**src/rtl/disp_pkg.sv**
```systemverilog
// Shared display definitions: FSM encoding, blank pattern and digit byte layout
// used by the share controller and the scanning display controller.
package disp_pkg;

    localparam int unsigned DIGIT_W    = 8;
    localparam int unsigned NUM_DIGITS = 4;
    localparam int unsigned SSEG_W     = DIGIT_W * NUM_DIGITS;

    // Byte lanes of a 32-bit pattern; digit3 sits in the top byte.
    localparam int unsigned DIG0_LSB = 0 * DIGIT_W;
    localparam int unsigned DIG1_LSB = 1 * DIGIT_W;
    localparam int unsigned DIG2_LSB = 2 * DIGIT_W;
    localparam int unsigned DIG3_LSB = 3 * DIGIT_W;

    // Segments are active-low, so all ones turns every segment off.
    localparam logic [SSEG_W-1:0] SSEG_BLANK = 32'hFFFF_FFFF;

    typedef enum logic [1:0] {
        ST_IDLE  = 2'b00,
        ST_SHOW  = 2'b01,
        ST_BLANK = 2'b10
    } state_t;

endpackage

```
**src/rtl/rr_pick.sv**
```systemverilog
// Combinational round-robin picker: first set request strictly after ptr,
// searching upward with wrap, so the entry at ptr has lowest priority.
module rr_pick #(
    parameter  int unsigned NREQ = 3,
    localparam int unsigned PW   = $clog2(NREQ)
) (
    input  logic [NREQ-1:0] req,
    input  logic [PW-1:0]   ptr,
    output logic            found,
    output logic [PW-1:0]   idx,
    output logic [NREQ-1:0] onehot
);

    always_comb begin
        found  = 1'b0;
        idx    = '0;
        onehot = '0;
        for (int unsigned k = 1; k <= NREQ; k++) begin
            if (!found && req[PW'((32'(ptr) + k) % NREQ)]) begin
                found = 1'b1;
                idx   = PW'((32'(ptr) + k) % NREQ);
            end
        end
        for (int unsigned i = 0; i < NREQ; i++) begin
            onehot[i] = found && (idx == PW'(i));
        end
    end

endmodule

```
**src/rtl/sseg_share_ctrl.sv**
```systemverilog
// Time-shares the seven-segment scanner between NREQ requesters: round-robin
// grant, minimum dwell per owner, optional blank gap between owners.
module sseg_share_ctrl
    import disp_pkg::*;
#(
    parameter int unsigned NREQ      = 3,
    parameter int unsigned DWELL_CYC = 12_000_000,
    parameter int unsigned BLANK_CYC = 4000,
    parameter int unsigned CW        = 24
) (
    input  logic                   clk_s,
    input  logic                   rst_s,
    input  logic [NREQ-1:0]        req_s,
    input  logic [SSEG_W*NREQ-1:0] pat_s,
    output logic [NREQ-1:0]        gnt_s,
    output logic [NREQ-1:0]        done_s,
    output logic [SSEG_W-1:0]      sseg_s,
    output logic                   busy_s,
    output logic [2:0]             owner_s
);

    localparam int unsigned PW = $clog2(NREQ);

    // Build-time parameter sanity.
    if (NREQ < 2 || NREQ > 8) begin : g_bad_nreq
        $error("sseg_share_ctrl: NREQ must be 2..8");
    end
    if (DWELL_CYC < 1) begin : g_bad_dwell_min
        $error("sseg_share_ctrl: DWELL_CYC must be >= 1");
    end
    if (64'(DWELL_CYC) > ((64'(1) << CW) - 64'(1))) begin : g_bad_dwell_w
        $error("sseg_share_ctrl: DWELL_CYC does not fit in CW bits");
    end
    if (64'(BLANK_CYC) > ((64'(1) << CW) - 64'(1))) begin : g_bad_blank_w
        $error("sseg_share_ctrl: BLANK_CYC does not fit in CW bits");
    end

    state_t            state_q, state_d;
    logic [CW-1:0]     cnt_q, cnt_d;
    logic [PW-1:0]     ptr_q, ptr_d;
    logic [PW-1:0]     owner_q, owner_d;
    logic [NREQ-1:0]   gnt_q, gnt_d;
    logic [NREQ-1:0]   done_q, done_d;
    logic [SSEG_W-1:0] sseg_q, sseg_d;
    logic              busy_q, busy_d;

    logic              pick_found;
    logic [PW-1:0]     pick_idx;
    logic [NREQ-1:0]   pick_onehot;
    logic [SSEG_W-1:0] pat_own, pat_new;
    logic              own_req, other_req, cnt_zero;

    rr_pick #(.NREQ(NREQ)) u_pick (
        .req    (req_s),
        .ptr    (ptr_q),
        .found  (pick_found),
        .idx    (pick_idx),
        .onehot (pick_onehot)
    );

    // Pattern slices of the current owner and of the candidate being granted.
    always_comb begin
        pat_own = SSEG_BLANK;
        pat_new = SSEG_BLANK;
        for (int unsigned i = 0; i < NREQ; i++) begin
            if (owner_q == PW'(i)) pat_own = pat_s[SSEG_W*i +: SSEG_W];
            if (pick_idx == PW'(i)) pat_new = pat_s[SSEG_W*i +: SSEG_W];
        end
    end

    assign own_req   = |(req_s & gnt_q);
    assign other_req = |(req_s & ~gnt_q);
    assign cnt_zero  = (cnt_q == '0);

    always_comb begin
        state_d = state_q;
        cnt_d   = cnt_q;
        ptr_d   = ptr_q;
        owner_d = owner_q;
        gnt_d   = gnt_q;
        done_d  = '0;
        sseg_d  = SSEG_BLANK;
        busy_d  = busy_q;
        case (state_q)
            ST_IDLE: begin
                busy_d = 1'b0;
                gnt_d  = '0;
                if (pick_found) begin
                    state_d = ST_SHOW;
                    gnt_d   = pick_onehot;
                    owner_d = pick_idx;
                    ptr_d   = pick_idx;
                    cnt_d   = CW'(DWELL_CYC - 1);
                    sseg_d  = pat_new;
                    busy_d  = 1'b1;
                end
            end
            ST_SHOW: begin
                // A dropped owner leaves at once; otherwise yield only after dwell.
                if (!own_req || (cnt_zero && other_req)) begin
                    gnt_d  = '0;
                    done_d = gnt_q;
                    if (BLANK_CYC > 0) begin
                        state_d = ST_BLANK;
                        cnt_d   = CW'(BLANK_CYC - 1);
                        busy_d  = 1'b1;
                    end else begin
                        state_d = ST_IDLE;
                        busy_d  = 1'b0;
                    end
                end else begin
                    sseg_d = pat_own;
                    cnt_d  = cnt_zero ? cnt_q : cnt_q - CW'(1);
                end
            end
            ST_BLANK: begin
                gnt_d = '0;
                if (cnt_zero) begin
                    state_d = ST_IDLE;
                    busy_d  = 1'b0;
                end else begin
                    cnt_d = cnt_q - CW'(1);
                end
            end
            default: begin
                state_d = ST_IDLE;
                gnt_d   = '0;
                busy_d  = 1'b0;
            end
        endcase
    end

    always_ff @(posedge clk_s or negedge rst_s) begin
        if (!rst_s) begin
            state_q <= ST_IDLE;
            cnt_q   <= '0;
            ptr_q   <= PW'(NREQ - 1);
            owner_q <= '0;
            gnt_q   <= '0;
            done_q  <= '0;
            sseg_q  <= SSEG_BLANK;
            busy_q  <= 1'b0;
        end else begin
            state_q <= state_d;
            cnt_q   <= cnt_d;
            ptr_q   <= ptr_d;
            owner_q <= owner_d;
            gnt_q   <= gnt_d;
            done_q  <= done_d;
            sseg_q  <= sseg_d;
            busy_q  <= busy_d;
        end
    end

    assign gnt_s   = gnt_q;
    assign done_s  = done_q;
    assign sseg_s  = sseg_q;
    assign busy_s  = busy_q;
    assign owner_s = 3'(owner_q);

endmodule
```
**config.mk**
```make
export PLATFORM = sky130hd
export DESIGN_NAME = sseg_share_ctrl
export DESIGN_NICKNAME = d
export VERILOG_FILES = /design/src/rtl/disp_pkg.sv /design/src/rtl/rr_pick.sv /design/src/rtl/sseg_share_ctrl.sv
export SDC_FILE = /design/constraint.sdc
export NUM_CORES = 1
export LEC_CHECK = 0
export CORE_ASPECT_RATIO = 0.6
export CORE_MARGIN = 4
export CORE_UTILIZATION = 45
export DETAILED_ROUTE_END_ITERATION = 8
export GPL_TIMING_DRIVEN = 0
export PLACE_DENSITY = 0.75
export SLEW_MARGIN = 20
export SYNTH_ARGS = -nofsm -noshare
export SYNTH_HDL_FRONTEND = slang
export SYNTH_SLANG_ARGS = --single-unit
```
**constraint.sdc**
```tcl
create_clock -name clk_s -period 3.4 [get_ports clk_s]
set_clock_uncertainty 0.2 [all_clocks]
set_input_delay 0.51 -clock clk_s [delete_from_list [all_inputs] [get_ports clk_s]]
set_output_delay 0.51 -clock clk_s [all_outputs]
set_load 0.01 [all_outputs]
```
# Word level (Yosys, flattened, before mapping)

Index checks and enable logic that the tools add are counted.

Flip-flop bits (word level): 69
Input bits: 101
Output and inout port bits: 42
Logic and storage cells: 89

Add/sub/neg operators: 4
Divide/modulo/power cells: 3
Order comparisons: 3
Eq/ne operators: 9
Mux-type cells: 38
Bitwise logic cells: 3
Reduce and logical (&&, ||, !) cells: 21

Operators by type and width:

| operator                                                                     | count |
|---|---|
| 32-bit 2-to-1 mux                                                            | 8 |
| 32-bit by 2-bit remainder unit with 32-bit output, second input constant     | 3 |
| 24-bit 2-to-1 mux                                                            | 3 |
| 24-bit case mux with 3 select lines                                          | 1 |
| 32-bit case mux with 2 select lines                                          | 1 |
| 24-bit zero test                                                             | 1 |
| 24-bit by 1-bit subtractor with 24-bit output, second input constant         | 1 |
| 2-bit 2-to-1 mux                                                             | 6 |
| 3-bit 2-to-1 mux                                                             | 4 |
| 2-bit by 3-bit less-than comparator with 1-bit output, second input constant | 3 |
| 1-bit 2-to-1 mux                                                             | 9 |
| 2-bit by 2-bit adder with 3-bit output, second input constant                | 2 |
| 3-bit AND                                                                    | 2 |
| 1-bit binary-select mux with 2-bit select                                    | 3 |
| 2-bit by 1-bit == test with 1-bit output, second input constant              | 3 |
| 2-bit == test, second input constant                                         | 3 |
| 1-bit logical AND                                                            | 6 |
| 2-bit zero test                                                              | 3 |
| 2-bit != test, second input constant                                         | 3 |
| 2-bit case mux with 3 select lines                                           | 1 |
| 3-bit case mux with 2 select lines                                           | 1 |
| 2-bit AND reduction                                                          | 3 |
| 3-bit OR reduction                                                           | 2 |
| 2-bit by 1-bit adder with 3-bit output, second input constant                | 1 |
| 6 further kinds                                                              | 8 |

# Longest topological paths before layout

Gate-level depths: netlist of run 1.

Word-level depth: 17
Gate-level depth with buffers: 12
Gate-level depth less buffers: 8

# Cells and area by module

A second synthesis of run 1 with hierarchy kept.

Cells, all modules: 568
Area total of the unflattened synthesis: 5,029.8 um2

Modules (own cells, without submodules):

| module          | instances | cells an instance | area each (um2) | seq. area each (um2) |
|---|---|---|---|---|
| sseg_share_ctrl | 1         | 529               | 4,772.1         | 1,742.9 |
| rr_pick         | 1         | 39                | 257.7           | 0.0 |

# Least setup slack after synthesis of run 1

Ideal clock, no wire load.

Path kind: register to register
Start point: register ptr_q[0]
End point: register cnt_q[5]
Setup time: 0.126 ns
Arrival: 2.339 ns
Data required time: 3.074 ns
Setup slack: 0.735 ns
Cell stages (with the launch flop): 11
Buffers on the path: 3
Period minus slack after synthesis: 2.665 ns
Cell sequence: dfrtp_1 -> clkbuf_1 -> inv_1 -> ha_1 -> buf_2 -> a22o_1 -> nor3_1 -> o21a_1 -> a21oi_2 -> clkbuf_1 -> a221o_1

Cells in the longest elaborated chain, start to end: 13
Elaborated cells on any way between the ends: 21
Classes of those cells: add/sub (3); div (3); eq/ne (1); mux (9); reduce/logical (5)

RTL lines:

| item                                              | line                   | text |
|---|---|---|
| from (decl)                                       | sseg_share_ctrl.sv:40  | `logic [PW-1:0] ptr_q, ptr_d;` |
| from (signal assigned)                            | sseg_share_ctrl.sv:137 | `ptr_q <= PW'(NREQ - 1);` |
| from (signal assigned)                            | sseg_share_ctrl.sv:146 | `ptr_q <= ptr_d;` |
| 2-bit by 1-bit adder with 3-bit output            | rr_pick.sv:19          | `if (!found && req[PW'((32'(ptr) + k) % NREQ)]) begin` |
| 32-bit by 2-bit remainder unit with 32-bit output | rr_pick.sv:19          |  |
| 1-bit binary-select mux with 2-bit select         | rr_pick.sv:19          |  |
| 1-bit 2-to-1 mux (not written as such)            | rr_pick.sv:19          |  |
| 1-bit 2-to-1 mux                                  | rr_pick.sv:19          |  |
| 1-bit zero test                                   | rr_pick.sv:19          |  |
| 1-bit logical AND                                 | rr_pick.sv:19          |  |
| 1-bit 2-to-1 mux                                  | rr_pick.sv:19          |  |
| 1-bit zero test                                   | rr_pick.sv:19          |  |
| 1-bit logical AND                                 | rr_pick.sv:19          |  |
| 1-bit 2-to-1 mux (*)                              | rr_pick.sv:19          |  |
| 2-bit != test (no line) (*)                       | --                     |  |
| 2-bit AND reduction (no line) (*)                 | --                     |  |
| to (signal assigned)                              | sseg_share_ctrl.sv:145 | `cnt_q <= cnt_d;` |
| to (decl)                                         | sseg_share_ctrl.sv:39  | `logic [CW-1:0] cnt_q, cnt_d;` |

Mark *: on every way between the ends. The rest lies on a longest branch, timed or not. The select of a mux whose other input is x is not followed.
A chain may end at the register's enable or synchronous reset.

# Worst setup path after layout of run 1

Start point: register ptr_q[0]
End point: register sseg_q[24] (netlist: sseg_s[24])

Cells in the longest elaborated chain, start to end: 17
Elaborated cells on any way between the ends: 30
Classes of those cells: add/sub (3); div (3); eq/ne (2); mux (17); reduce/logical (5)

RTL lines:

| item                                              | line                         | text |
|---|---|---|
| 2-bit by 1-bit adder with 3-bit output            | rr_pick.sv:19, rr_pick.sv:21 |  |
| 32-bit by 2-bit remainder unit with 32-bit output | rr_pick.sv:19, rr_pick.sv:21 |  |
| 1-bit binary-select mux with 2-bit select         | rr_pick.sv:19                |  |
| 1-bit 2-to-1 mux (not written as such)            | rr_pick.sv:19                |  |
| 1-bit 2-to-1 mux                                  | rr_pick.sv:19                |  |
| 1-bit zero test                                   | rr_pick.sv:19                |  |
| 1-bit logical AND                                 | rr_pick.sv:19                |  |
| 1-bit 2-to-1 mux                                  | rr_pick.sv:19                |  |
| 1-bit zero test                                   | rr_pick.sv:19                |  |
| 1-bit logical AND                                 | rr_pick.sv:19                |  |
| 2-bit 2-to-1 mux                                  | rr_pick.sv:19                |  |
| 2-bit zero test                                   | sseg_share_ctrl.sv:67        | `if (pick_idx == PW'(i)) pat_new = pat_s[SSEG_W*i +: SSEG_W];` |
| 32-bit 2-to-1 mux (3 in a row)                    | sseg_share_ctrl.sv:67        |  |
| 32-bit 2-to-1 mux (*)                             | sseg_share_ctrl.sv:88        | `if (pick_found) begin` |
| 32-bit case mux with 2 select lines (*)           | sseg_share_ctrl.sv:84        | `case (state_q)` |
| net sseg_d[24]                                    | sseg_share_ctrl.sv:44        | `logic [SSEG_W-1:0] sseg_q, sseg_d;` |
| to (signal assigned)                              | sseg_share_ctrl.sv:150       | `sseg_q <= sseg_d;` |
| to (decl)                                         | sseg_share_ctrl.sv:44        |  |

The timed path passes the listed nets; every way through them passes the cells marked *. The select of a mux whose other input is x is not followed.

==> results of run 1 <==
-- final cells by class --
cell class              count  area, sq um  share of cell area
inverters                  21        78.83             0.01107
multi-input cells         471         3122              0.4385
clock inverters             2        35.03            0.004921
flip-flops and latches     68         1743              0.2448
plain buffers              54        272.8             0.03831
well taps                 144        180.2             0.02531
clock buffers              14        254.0             0.03568
repair buffers            142         1434              0.2014
-- cells in the final DEF, fill, tap and decap left out, drive strengths merged, types with 6 or more instances in the layout --
cell           instances
clkdlybuf4s50        138
o21ai                 94
nor2                  57
clkbuf                47
nand3                 37
o22ai                 35
dfrtp                 35
mux2                  34
and3                  34
dfstp                 33
o22a                  32
buf                   24
inv                   21
a21oi                 16
nand2                 13
a21o                  11
ha                     9
nor3                   8
a31oi                  8
nor4                   8
a22o                   6
-- power by group through the flow --
stage / combinational (uW) / sequential (uW) / clock, uW
floorplan: 2560 / 1530 / 0
global placement: 3770 / 1470 / 0
detailed placement: 3920 / 1480 / 0
CTS: 3940 / 1470 / 948
global route: 4390 / 1510 / 980
finish: 4070 / 1470 / 944
-- kinds of logic (layout without fill, tap and decap cells) --
group / after synthesis / after routing / share of synthesized area
AO/OA/AOI/OAI: 237 / 237 / 0.2987
AND/OR/NAND/NOR: 190 / 190 / 0.2017
buffers and inverters: 75 / 233 / 0.06708
flip-flops: 68 / 68 / 0.3361
multiplexers: 34 / 34 / 0.07384
adder cells (fa/ha/maj): 9 / 9 / 0.02172
other: 1 / 1 / 0.0007232
-- path summary, 6_finish.rpt --
kind / from / to / cells past startpoint
setup / recovery: ptr_q[0] / sseg_s[24] / 10
hold / removal: ptr_q[1] / ptr_q[1] / 1
setup reg to reg: ptr_q[0] / sseg_s[24] / 10
hold reg to reg: ptr_q[1] / ptr_q[1] / 1
max in group asynchronous: rst_s / sseg_s[4] / 3
min in group asynchronous: rst_s / cnt_q[12] / 2
-- layer usage --
metal	routed length, microns	up-vias
met4	449	0
met1	8383	2846
met5	0	-
met3	1857	51
met2	8128	411
li1	-	2620
-- flip-flops by register name (all words and copies together) (netlist names) --
signal	flops
sseg_s	32
ptr_q	2
cnt_q	24
gnt_s	3
busy_s	1
owner_q	1
done_s	3
state_q	2
-- metrics by stage --
step	hold WS [ns]	TNS, ns	instances	total power (uW)	cell area [sq um]
4_1_cts	0.3399	0	915	6361	7081
6_report	0.3440	0	916	6492	7119
3_5_place_dp	0.2426	0	898	5401	6782
5_1_grt	0.3567	-0.3153	916	6879	7119
2_1_floorplan	0.01441	0	614	4083	5185
3_3_place_gp	0.3105	-27.09	897	5235	6756
-- what timing repair did --
item,in CTS,in global routing
endpoints found under the setup margin,0,41
buffers inserted,0,1
endpoints found under the hold margin,22,0
gates resized for setup,0,12
hold buffers,1,0
==> impl_metrics.json, run 1 <==
{
  "power.leakage_uw": 0.002789,
  "grt.busiest_layer": "met1",
  "grt_pass1_vias": 5673,
  "core-area_sq_um": 11260,
  "drt_wl_total_mm": 18.82,
  "critPathMaxFanout": 10,
  "fin_util": 0.6322,
  "syn_nets": 724,
  "required_ns": 3.45,
  "slowest_stage": "clkbuf_1",
  "clkTransAtPathRegs_ns": 0.05,
  "via_per_inst": 6.472,
  "maxSlewViolCount": 0,
  "grt.met1_usage": 0.3982,
  "cp-start-kind": "flip-flop",
  "clock-sinks": 68,
  "diodes": 0,
  "areaGrowthSynthToFinish_pct": 37.31,
  "grt_max_degree": 47,
  "synthArstFlopShare": 1.000,
  "intPower_uw": 3632,
  "final_nets": 877,
  "power.density_nw_per_um2": 911.8,
  "drive_gt1_frac": 0.1567,
  "finalSetupViolCount": 0,
  "ys_warn_count": 0,
  "rrSetupSlack_ns": 0.15,
  "yosysTopAreaCell": "dfrtp_1",
  "clockBufferDepth": 2,
  "htree_levels": 3,
  "fillers": 932,
  "hpwl_mm": 13.98,
  "crit_chain": "clkbuf_1, inv_1, ha_1, nor3b_1, o21a_1, o21ai_1, clkbuf_1, nand3_1, and3_1, o22ai_1",
  "synth-edff-count": 0,
  "worst-slew-pin-transition_ns": 0.6232,
  "die_area_sq_um": 13360,
  "setup_slack_ns": 0.1495,
  "crit_path_frequent_cell": "clkbuf_1",
  "end_kind": "flip-flop",
  "grt_use_met3": 0.06085,
  "ys_types": 65,
  "comb_power_share": 0.628,
  "grt_usage": 0.2728,
  "cp.arrival_ns": 3.30,
  "seq_area_frac_synth": 0.3361,
  "cts_tree": "built",
  "use_met2": 0.3971,
  "cts-buffers-inserted": 9,
  "final_hold_viol_count": 0,
  "switchingPower_uw": 2859,
  "vias": 5928,
  "synthFlopType": "dfrtp_1",
  "die_height_microns": 91.15,
  "wl_per_cell_microns": 20.54,
  "synthesis.area_sq_um": 5185,
  "first_pass_iters": 5,
  "dr.first_iter.drc_count": 623,
  "fin_crit_sh": 0.9560,
  "ant_nets": 0,
  "place_congestion": 0.9580,
  "synthMostInstantiatedCell": "o21ai_0",
  "crit_buf_inv": 3,
  "port_buffers": 139,
  "grt_overflow": 0,
  "synth_cells": 614,
  "grt_pass1_wl_mm": 29.50,
  "rsz0062_at_grt": "true",
  "ir_drop_mv": 0.3751,
  "avgSynthCellArea_sq_um": 8.445,
  "seqPwrFrac": 0.227,
  "dieWidth_microns": 146.6,
  "cts-root-buf": "clkbuf_16",
  "fp-row-count": 30,
  "maxCapViolCount": 0,
  "yosys-top-cells-area": "dfrtp_1 (17%), dfstp_2 (17%), o21ai_0 (8.4%)",
  "swShare": 0.4405,
  "pwr-share-clk": 0.145,
  "place_ws_ns": 0.08185,
  "critical-path-top-delay-family": "buffers and inverters",
  "outcome": "completed",
  "maxSlewHeadroom": 0.5845,
  "synth_top_area_share": 0.1689,
  "ys_seq_elements": 68,
  "clkLatencyLatePin_ns": 0.34,
  "antenna_found_initial": 0,
  "pin_count": 143,
  "synth.top_cells.by_count": "o21ai_0 (87), nor2_1 (57), nand3_1 (36), dfrtp_1 (35), o22ai_1 (35)",
  "start_util": 0.4604,
  "fmaxAchievable_mhz": 307.6,
  "drc": 0,
  "cp_slowest_stage_delay_ns": 0.47,
  "min_period_ns": 3.250,
  "min_path_type": "flip-flop to flip-flop",
  "path_class": "flip-flop to flip-flop"
}
Note: power is estimated with default switching activity, not from simulation.
==> run 2, diff against run 1 <==
--- a/config.mk
+++ b/config.mk
@@ -11,6 +11,7 @@
 export DETAILED_ROUTE_END_ITERATION = 8
 export GPL_TIMING_DRIVEN = 0
 export PLACE_DENSITY = 0.75
+export SKIP_LAST_GASP = 1
 export SLEW_MARGIN = 20
 export SYNTH_ARGS = -nofsm -noshare
 export SYNTH_HDL_FRONTEND = slang
==> results of run 2 <==
Final layout, timing and power as in run 1 (identical DEF).
